File: src/rtl/mips_muldiv.sv
`default_nettype none
// ============================================================================
//  Module   : mips_muldiv
//  Purpose  : Multi-cycle secondary ALU owning HI/LO. Executes MULT, MULTU,
//             DIV, DIVU (radix-2, one bit per cycle) plus MTHI/MTLO/MFHI/MFLO.
//  Revision : 1.0 - initial release
// ============================================================================
module mips_muldiv #(
  parameter int CYCLES = 32
) (
  input  logic        i_clk,
  input  logic        i_rst_n,
  input  logic        i_en,
  input  logic [2:0]  i_op,
  input  logic [31:0] i_a,
  input  logic [31:0] i_b,
  output logic [31:0] o_result,
  output logic        o_stall,
  output logic        o_busy,
  output logic [31:0] o_hi,
  output logic [31:0] o_lo
);

  localparam int CW = $clog2(CYCLES + 1);

  localparam logic [2:0] OP_MFHI = 3'b000;
  localparam logic [2:0] OP_MTHI = 3'b001;
  localparam logic [2:0] OP_MFLO = 3'b010;
  localparam logic [2:0] OP_MTLO = 3'b011;

  typedef enum logic [1:0] {
    ST_IDLE = 2'd0,
    ST_CALC = 2'd1,
    ST_DONE = 2'd2
  } state_t;

  state_t        state_q, state_d;
  logic [CW-1:0] cnt_q, cnt_d;
  // Multiply: {partial product high, remaining multiplier bits}
  // Divide:   {partial remainder, dividend bits / quotient bits}
  logic [63:0]   acc_q, acc_d;
  // Multiplicand (multiply) or divisor (divide) magnitude
  logic [31:0]   opnd_q, opnd_d;
  logic          is_div_q, is_div_d;
  logic          neg_lo_q, neg_lo_d;   // negate product / quotient
  logic          neg_hi_q, neg_hi_d;   // negate remainder (divide only)
  logic [31:0]   hi_q, hi_d;
  logic [31:0]   lo_q, lo_d;

  // Operand magnitudes and sign bookkeeping for the op being accepted
  logic        w_signed;
  logic        w_a_neg, w_b_neg;
  logic [31:0] w_a_mag, w_b_mag;

  // Single-iteration datapath results
  logic [32:0] w_mul_sum;
  logic [63:0] w_mul_next;
  logic [32:0] w_div_trial;
  logic [32:0] w_div_diff;
  logic        w_div_ge;
  logic [63:0] w_div_next;
  logic [63:0] w_prod_fix;

  // Operand conditioning and one shift-add / shift-subtract step
  always_comb begin
    w_signed    = ~i_op[0];
    w_a_neg     = w_signed & i_a[31];
    w_b_neg     = w_signed & i_b[31];
    w_a_mag     = w_a_neg ? (32'd0 - i_a) : i_a;
    w_b_mag     = w_b_neg ? (32'd0 - i_b) : i_b;

    w_mul_sum   = {1'b0, acc_q[63:32]} + (acc_q[0] ? {1'b0, opnd_q} : 33'd0);
    w_mul_next  = {w_mul_sum, acc_q[31:1]};

    // Remainder shifted left with the next dividend bit; the remainder is
    // always below the divisor so 33 bits cannot overflow.
    w_div_trial = acc_q[63:31];
    w_div_diff  = w_div_trial - {1'b0, opnd_q};
    w_div_ge    = ~w_div_diff[32];
    w_div_next  = w_div_ge ? {w_div_diff[31:0], acc_q[30:0], 1'b1}
                           : {acc_q[62:0], 1'b0};

    w_prod_fix  = neg_lo_q ? (64'd0 - acc_q) : acc_q;
  end

  // Next-state, counter, datapath and HI/LO update logic
  always_comb begin
    state_d  = state_q;
    cnt_d    = cnt_q;
    acc_d    = acc_q;
    opnd_d   = opnd_q;
    is_div_d = is_div_q;
    neg_lo_d = neg_lo_q;
    neg_hi_d = neg_hi_q;
    hi_d     = hi_q;
    lo_d     = lo_q;

    unique case (state_q)
      ST_IDLE: begin
        if (i_en) begin
          if (i_op[2]) begin
            is_div_d = i_op[1];
            cnt_d    = CW'(CYCLES);
            state_d  = ST_CALC;
            neg_hi_d = i_op[1] & w_a_neg;
            neg_lo_d = w_a_neg ^ w_b_neg;
            if (i_op[1]) begin
              acc_d  = {32'd0, w_a_mag};
              opnd_d = w_b_mag;
            end else begin
              acc_d  = {32'd0, w_b_mag};
              opnd_d = w_a_mag;
            end
          end else if (i_op == OP_MTHI) begin
            hi_d = i_a;
          end else if (i_op == OP_MTLO) begin
            lo_d = i_a;
          end
        end
      end

      ST_CALC: begin
        acc_d = is_div_q ? w_div_next : w_mul_next;
        cnt_d = cnt_q - CW'(1);
        if (cnt_q == CW'(1)) begin
          state_d = ST_DONE;
        end
      end

      ST_DONE: begin
        if (is_div_q) begin
          lo_d = neg_lo_q ? (32'd0 - acc_q[31:0])  : acc_q[31:0];
          hi_d = neg_hi_q ? (32'd0 - acc_q[63:32]) : acc_q[63:32];
        end else begin
          lo_d = w_prod_fix[31:0];
          hi_d = w_prod_fix[63:32];
        end
        state_d = ST_IDLE;
      end

      default: begin
        state_d = ST_IDLE;
      end
    endcase
  end

  // State register; reset discards any in-flight operation
  always_ff @(posedge i_clk or negedge i_rst_n) begin
    if (!i_rst_n) begin
      state_q  <= ST_IDLE;
      cnt_q    <= '0;
      acc_q    <= '0;
      opnd_q   <= '0;
      is_div_q <= 1'b0;
      neg_lo_q <= 1'b0;
      neg_hi_q <= 1'b0;
      hi_q     <= '0;
      lo_q     <= '0;
    end else begin
      state_q  <= state_d;
      cnt_q    <= cnt_d;
      acc_q    <= acc_d;
      opnd_q   <= opnd_d;
      is_div_q <= is_div_d;
      neg_lo_q <= neg_lo_d;
      neg_hi_q <= neg_hi_d;
      hi_q     <= hi_d;
      lo_q     <= lo_d;
    end
  end

  // Status and read-data outputs
  always_comb begin
    o_busy  = (state_q != ST_IDLE);
    o_stall = i_en & o_busy;
    o_hi    = hi_q;
    o_lo    = lo_q;
    if (i_op == OP_MFHI) begin
      o_result = hi_q;
    end else if (i_op == OP_MFLO) begin
      o_result = lo_q;
    end else begin
      o_result = 32'd0;
    end
  end

endmodule
`default_nettype wire
File: config.mk
export PLATFORM = sky130hd
export DESIGN_NAME = mips_muldiv
export DESIGN_NICKNAME = d
export VERILOG_FILES = /design/src/rtl/mips_muldiv.sv
export SDC_FILE = /design/constraint.sdc
export NUM_CORES = 1
export LEC_CHECK = 0
export CORE_MARGIN = 4
export CORE_UTILIZATION = 47
export CTS_CLUSTER_DIAMETER = 60
export DETAILED_ROUTE_END_ITERATION = 10
export GPL_TIMING_DRIVEN = 1
export PLACE_DENSITY = 0.72
export RECOVER_POWER = 50
export SLEW_MARGIN = 20
export SYNTH_ARGS = -nofsm -noshare
export SYNTH_HDL_FRONTEND = slang
export SYNTH_SLANG_ARGS = --single-unit
File: constraint.sdc
create_clock -name i_clk -period 4 [get_ports i_clk]
set_input_delay 1.2 -clock i_clk [delete_from_list [all_inputs] [get_ports i_clk]]
set_output_delay 1.2 -clock i_clk [all_outputs]
set_load 0.01 [all_outputs]
==> impl_summary.md <==
Run status
The flow ran to the end, but the final reports show violations. The final reports fail on max-capacitance violations, max-slew violations.

Timing
For the pin with the worst max-slew slack, the measured transition is 2060 ps. Based on the critical path, the design can be clocked at up to between 200 and 300 MHz. Headroom to the max-slew limit came out at -37.4%. The sum of negative setup slack is 0 ps. Setup repair after global routing left no endpoint under its margin. For the finished layout, the period the worst path requires is 3930 ps. The setup slack after layout is between 60 and 70 ps.

The final count of hold timing violations is 0. The count of pins over their slew limit is 95. The worst clock skew is 14.3 ps. The post-route clock period utilization is 98.3%.

The final-report setup violation count is 0.

Floorplanning
The overall die height is 189 µm. The floorplan step defined a die boundary enclosing 35600 µm². The number of placement rows is 65.

The core region is 31900 µm². The horizontal extent of the die is 189 µm. The top-level port count is roughly 170. The starting density of the core is about half.

Logic synthesis
The count of different cell masters after synthesis is 76. The number of synthesized flops with an enable pin is 0. The Yosys step of the flow raised 0 warnings.

The number of synthesized register bits is 171. For this run, the leading register cell type out of synthesis is sky130_fd_sc_hd__dfrtp_1. The post-synthesis instance total is 1952. A synthesized cell averages 7.87 µm². The share of the yosys chip area belonging to registers is 27.9%. Of all flip-flops after synthesis, the portion carrying an async set or reset was 100%.

The cell area that synthesis handed to floorplanning was 15400 µm². The net count of the mapped netlist is about 2100.

Route
The post-route DRC violation count is 0. In the routed layout, each cell is associated on average with a via count of ~6.2. The first routing iteration left 1715 violations. Once detail routing completed, the nets flagged for antenna violations numbered 0. The final wirelength is 53900 µm.

The final route contains 15900 vias. After detailed routing, the average wire length per cell comes to 21.0 µm. The number of iterations in the first detailed-routing pass is 6.

Hold path
The worst min-delay path category is flop to flop.

Setup path
The kind of cell with the highest combined delay along the critical path is buffers and inverters. The endpoint type of the worst setup path is a primary output. The worst setup path is launched from an input pin. Data on the critical path is required at its endpoint by 2800 ps. The arrival time at the worst endpoint is around 2700 ps. The signal on the critical path passes through dlygate4sd2_1 > nor3_4 > buf_4 > buf_16 > a22o_1 > clkdlybuf4s50_1. The maximum net fanout on the critical path is 15. Together, buffers and inverters on the worst path number 4. The cell at the slowest stage of the critical path is sky130_fd_sc_hd__clkdlybuf4s50_1.

The critical path is of the input pin to primary output type. On the worst path, the slowest cell contributes a delay of ~530 ps.

Placement
The final weighted congestion in routability-driven placement is 0.979. Detailed placement ended at an HPWL of 41100 µm. The cell count after placement is 2527. The worst setup slack after placement is -204 ps. The count of buffers from port buffering is about 170.

Global routing
The sum of overflow across all layers after global routing is 0. The first global-routing pass estimated 83400 µm of wire. Entering global routing, the biggest net connects 88 pins. The total routing resource utilization after global routing is 29.3%.

The number of global-route vias before repair is 14800. The number of antenna violations at the first check in global routing is 5.

Clock network
The clock passes through at most 2 buffers. Buffers inserted during clock tree synthesis total 17. The number of sinks handled by clock tree synthesis is 171. The H-tree depth is 4.

The TritonCTS clock tree is built. The source-to-sink clock delay at the later pin of the worst-skew pair is 440 ps. The cell sitting at the root of the clock tree is a sky130_fd_sc_hd__clkbuf_16. Clock-pin slew was measured on the worst setup and hold paths at 70 ps.

Flow run
The tool flagged a number of max-cap violations equal to 2.

Layout
The area growth from synthesis to layout is 21.0%. At the end of the flow, the number of nets in the layout was 2257. The share of the core filled with cells is 58.3%.

Once layout is complete, the cells apart from fillers number 2562. The ratio of cells with drive above 1 in the final layout is under 10%. The filler cell count in the final layout is 2950.

Power
VDD sags by at most approximately 0.45 mV. Power spread over the standard cell area amounts to between 900 and 1000 nW/µm². The leakage component of the power is 7.78 nW.
## registers in the layout (all words and copies together), names as in the netlist
signal,cells
state_q,2
cnt_q,6
neg_hi_q,1
o_hi,32
opnd_q,32
o_lo,32
neg_lo_q,1
is_div_q,1
acc_q,64
## final timing paths
path / from / to / slack [ps] / cells after the start
min in group asynchronous: i_rst_n / o_lo[7]$_DFFE_PN0P_ / 1300 / 1
max reg2reg: acc_q[0]$_DFFE_PN0P_ / acc_q[60]$_DFFE_PN0P_ / 150 / 13
min reg2reg: opnd_q[14]$_DFFE_PN0P_ / opnd_q[14]$_DFFE_PN0P_ / 490 / 1
max: i_op[2] / o_result[30] / 70 / 6
min: opnd_q[14]$_DFFE_PN0P_ / opnd_q[14]$_DFFE_PN0P_ / 490 / 1
max in group asynchronous: i_rst_n / o_hi[2]$_DFFE_PN0P_ / 600 / 2
## cells by family after synthesis
family          after synthesis  synth area share [%]
mux                         120                  7.92
simple gates                581                  17.8
fa+ha+maj                    72                  5.96
xor+xnor                    164                  9.35
buf+inv                     201                  5.03
flops                       171                  27.9
compound gates              643                  26.1
## repair_timing
action / CTS / global route
cloned: 1 / 0
endpoints found under the setup margin: 32 / 7
pin swaps: 2 / 1
setup buffers: 3 / 0
hold buffers: 0 / 0
gates resized for setup: 22 / 3
## routing by layer
layer	vias up	wire length, µm	track usage (%)
met5	-	44	0
met4	6	1600	9.30
met3	113	4690	5.46
met2	766	24300	47.1
met1	7630	23200	40.0
li1	7392	-	-
## layout make-up
cell class	count	area [µm²]	area share, %
clock buffer	21	450	2.42
tap	435	544	2.93
inverter	66	248	1.33
clock inverter	9	123	0.660
multi-input combinational	1580	10400	55.8
antenna	1	2.50	0.0135
sequential	171	4280	23.0
timing repair buffer	279	2560	13.8
## placed cells by master, fill, tap and decap left out, types with 42 or more instances in the layout
cell type and instances:
sky130_fd_sc_hd__a21oi_1 172, sky130_fd_sc_hd__a22oi_1 48, sky130_fd_sc_hd__buf_4 99, sky130_fd_sc_hd__clkdlybuf4s50_1 105, sky130_fd_sc_hd__dfrtp_1 169, sky130_fd_sc_hd__dlygate4sd3_1 42
sky130_fd_sc_hd__ha_1 70, sky130_fd_sc_hd__inv_1 65, sky130_fd_sc_hd__mux2i_1 108, sky130_fd_sc_hd__nand2_1 177, sky130_fd_sc_hd__nor2_1 179, sky130_fd_sc_hd__o21ai_0 193
sky130_fd_sc_hd__xnor2_1 119, sky130_fd_sc_hd__xor2_1 45
## synthesized netlist by cell type, types with 9 or more instances
| cell | number | area (µm²) |
|---|---|---|
| sky130_fd_sc_hd__and2_1 | 15 | 93.8 |
| sky130_fd_sc_hd__a22oi_1 | 48 | 360 |
| sky130_fd_sc_hd__a21oi_1 | 172 | 861 |
| sky130_fd_sc_hd__a22o_1 | 34 | 298 |
| sky130_fd_sc_hd__or2_2 | 9 | 56.3 |
| sky130_fd_sc_hd__or4_1 | 14 | 105 |
| sky130_fd_sc_hd__o41ai_1 | 10 | 87.6 |
| sky130_fd_sc_hd__o211ai_1 | 20 | 150 |
| sky130_fd_sc_hd__mux2i_1 | 108 | 1080 |
| sky130_fd_sc_hd__nor3_1 | 40 | 200 |
| sky130_fd_sc_hd__nand2b_1 | 19 | 119 |
| sky130_fd_sc_hd__ha_1 | 70 | 876 |
| sky130_fd_sc_hd__a21o_1 | 23 | 173 |
| sky130_fd_sc_hd__nand4_1 | 12 | 75.1 |
| sky130_fd_sc_hd__nand3_1 | 34 | 170 |
| sky130_fd_sc_hd__nor2_1 | 180 | 676 |
| sky130_fd_sc_hd__buf_1 | 15 | 56.3 |
| sky130_fd_sc_hd__o21ai_0 | 193 | 966 |
| sky130_fd_sc_hd__a31oi_1 | 16 | 100 |
| sky130_fd_sc_hd__o21bai_1 | 12 | 90.1 |
| sky130_fd_sc_hd__nor2b_1 | 20 | 125 |
| sky130_fd_sc_hd__nand2_1 | 177 | 664 |
| sky130_fd_sc_hd__clkbuf_1 | 114 | 428 |
| sky130_fd_sc_hd__xor2_1 | 45 | 394 |
| sky130_fd_sc_hd__a211oi_1 | 11 | 82.6 |
| sky130_fd_sc_hd__or3_1 | 12 | 75.1 |
| sky130_fd_sc_hd__mux2_2 | 12 | 135 |
| sky130_fd_sc_hd__nor4_1 | 14 | 87.6 |
| sky130_fd_sc_hd__o31ai_1 | 22 | 165 |
| sky130_fd_sc_hd__dfrtp_1 | 171 | 4280 |
| sky130_fd_sc_hd__inv_1 | 65 | 244 |
| sky130_fd_sc_hd__o21ai_1 | 13 | 65.1 |
| sky130_fd_sc_hd__xnor2_1 | 119 | 1040 |
## power by group
part	internal (mW)	total [mW]	switching, mW
Clock	0.987	1.72	0.728
Combinational	4.90	11.3	6.44
Sequential	2.60	3.82	1.22
Total	8.49	16.9	8.38
## stage by stage
step	power, mW	hold slack [ps]	area [µm²]
floorplan	11.3	440	15400
global placement	14.7	454	18000
detailed placement	15.0	472	18000
CTS	16.7	487	18600
global route	18.1	499	18600
finish	16.9	487	18600
## worst register-to-register path, cell delays in order, from the launching register on
cell                      delay [ps]
sky130_fd_sc_hd__dfrtp_2         480
sky130_fd_sc_hd__inv_1           180
sky130_fd_sc_hd__buf_12          200
sky130_fd_sc_hd__nor2_1           70
sky130_fd_sc_hd__ha_1            330
sky130_fd_sc_hd__o21ai_0         130
sky130_fd_sc_hd__o21ai_0         250
sky130_fd_sc_hd__a221o_1         410
sky130_fd_sc_hd__a31oi_1         290
sky130_fd_sc_hd__o31a_1          330
sky130_fd_sc_hd__nor3_1          150
sky130_fd_sc_hd__or4_1           440
sky130_fd_sc_hd__a32oi_1         270
sky130_fd_sc_hd__o21ai_0         170
Note: power is estimated with default switching activity, not from simulation.
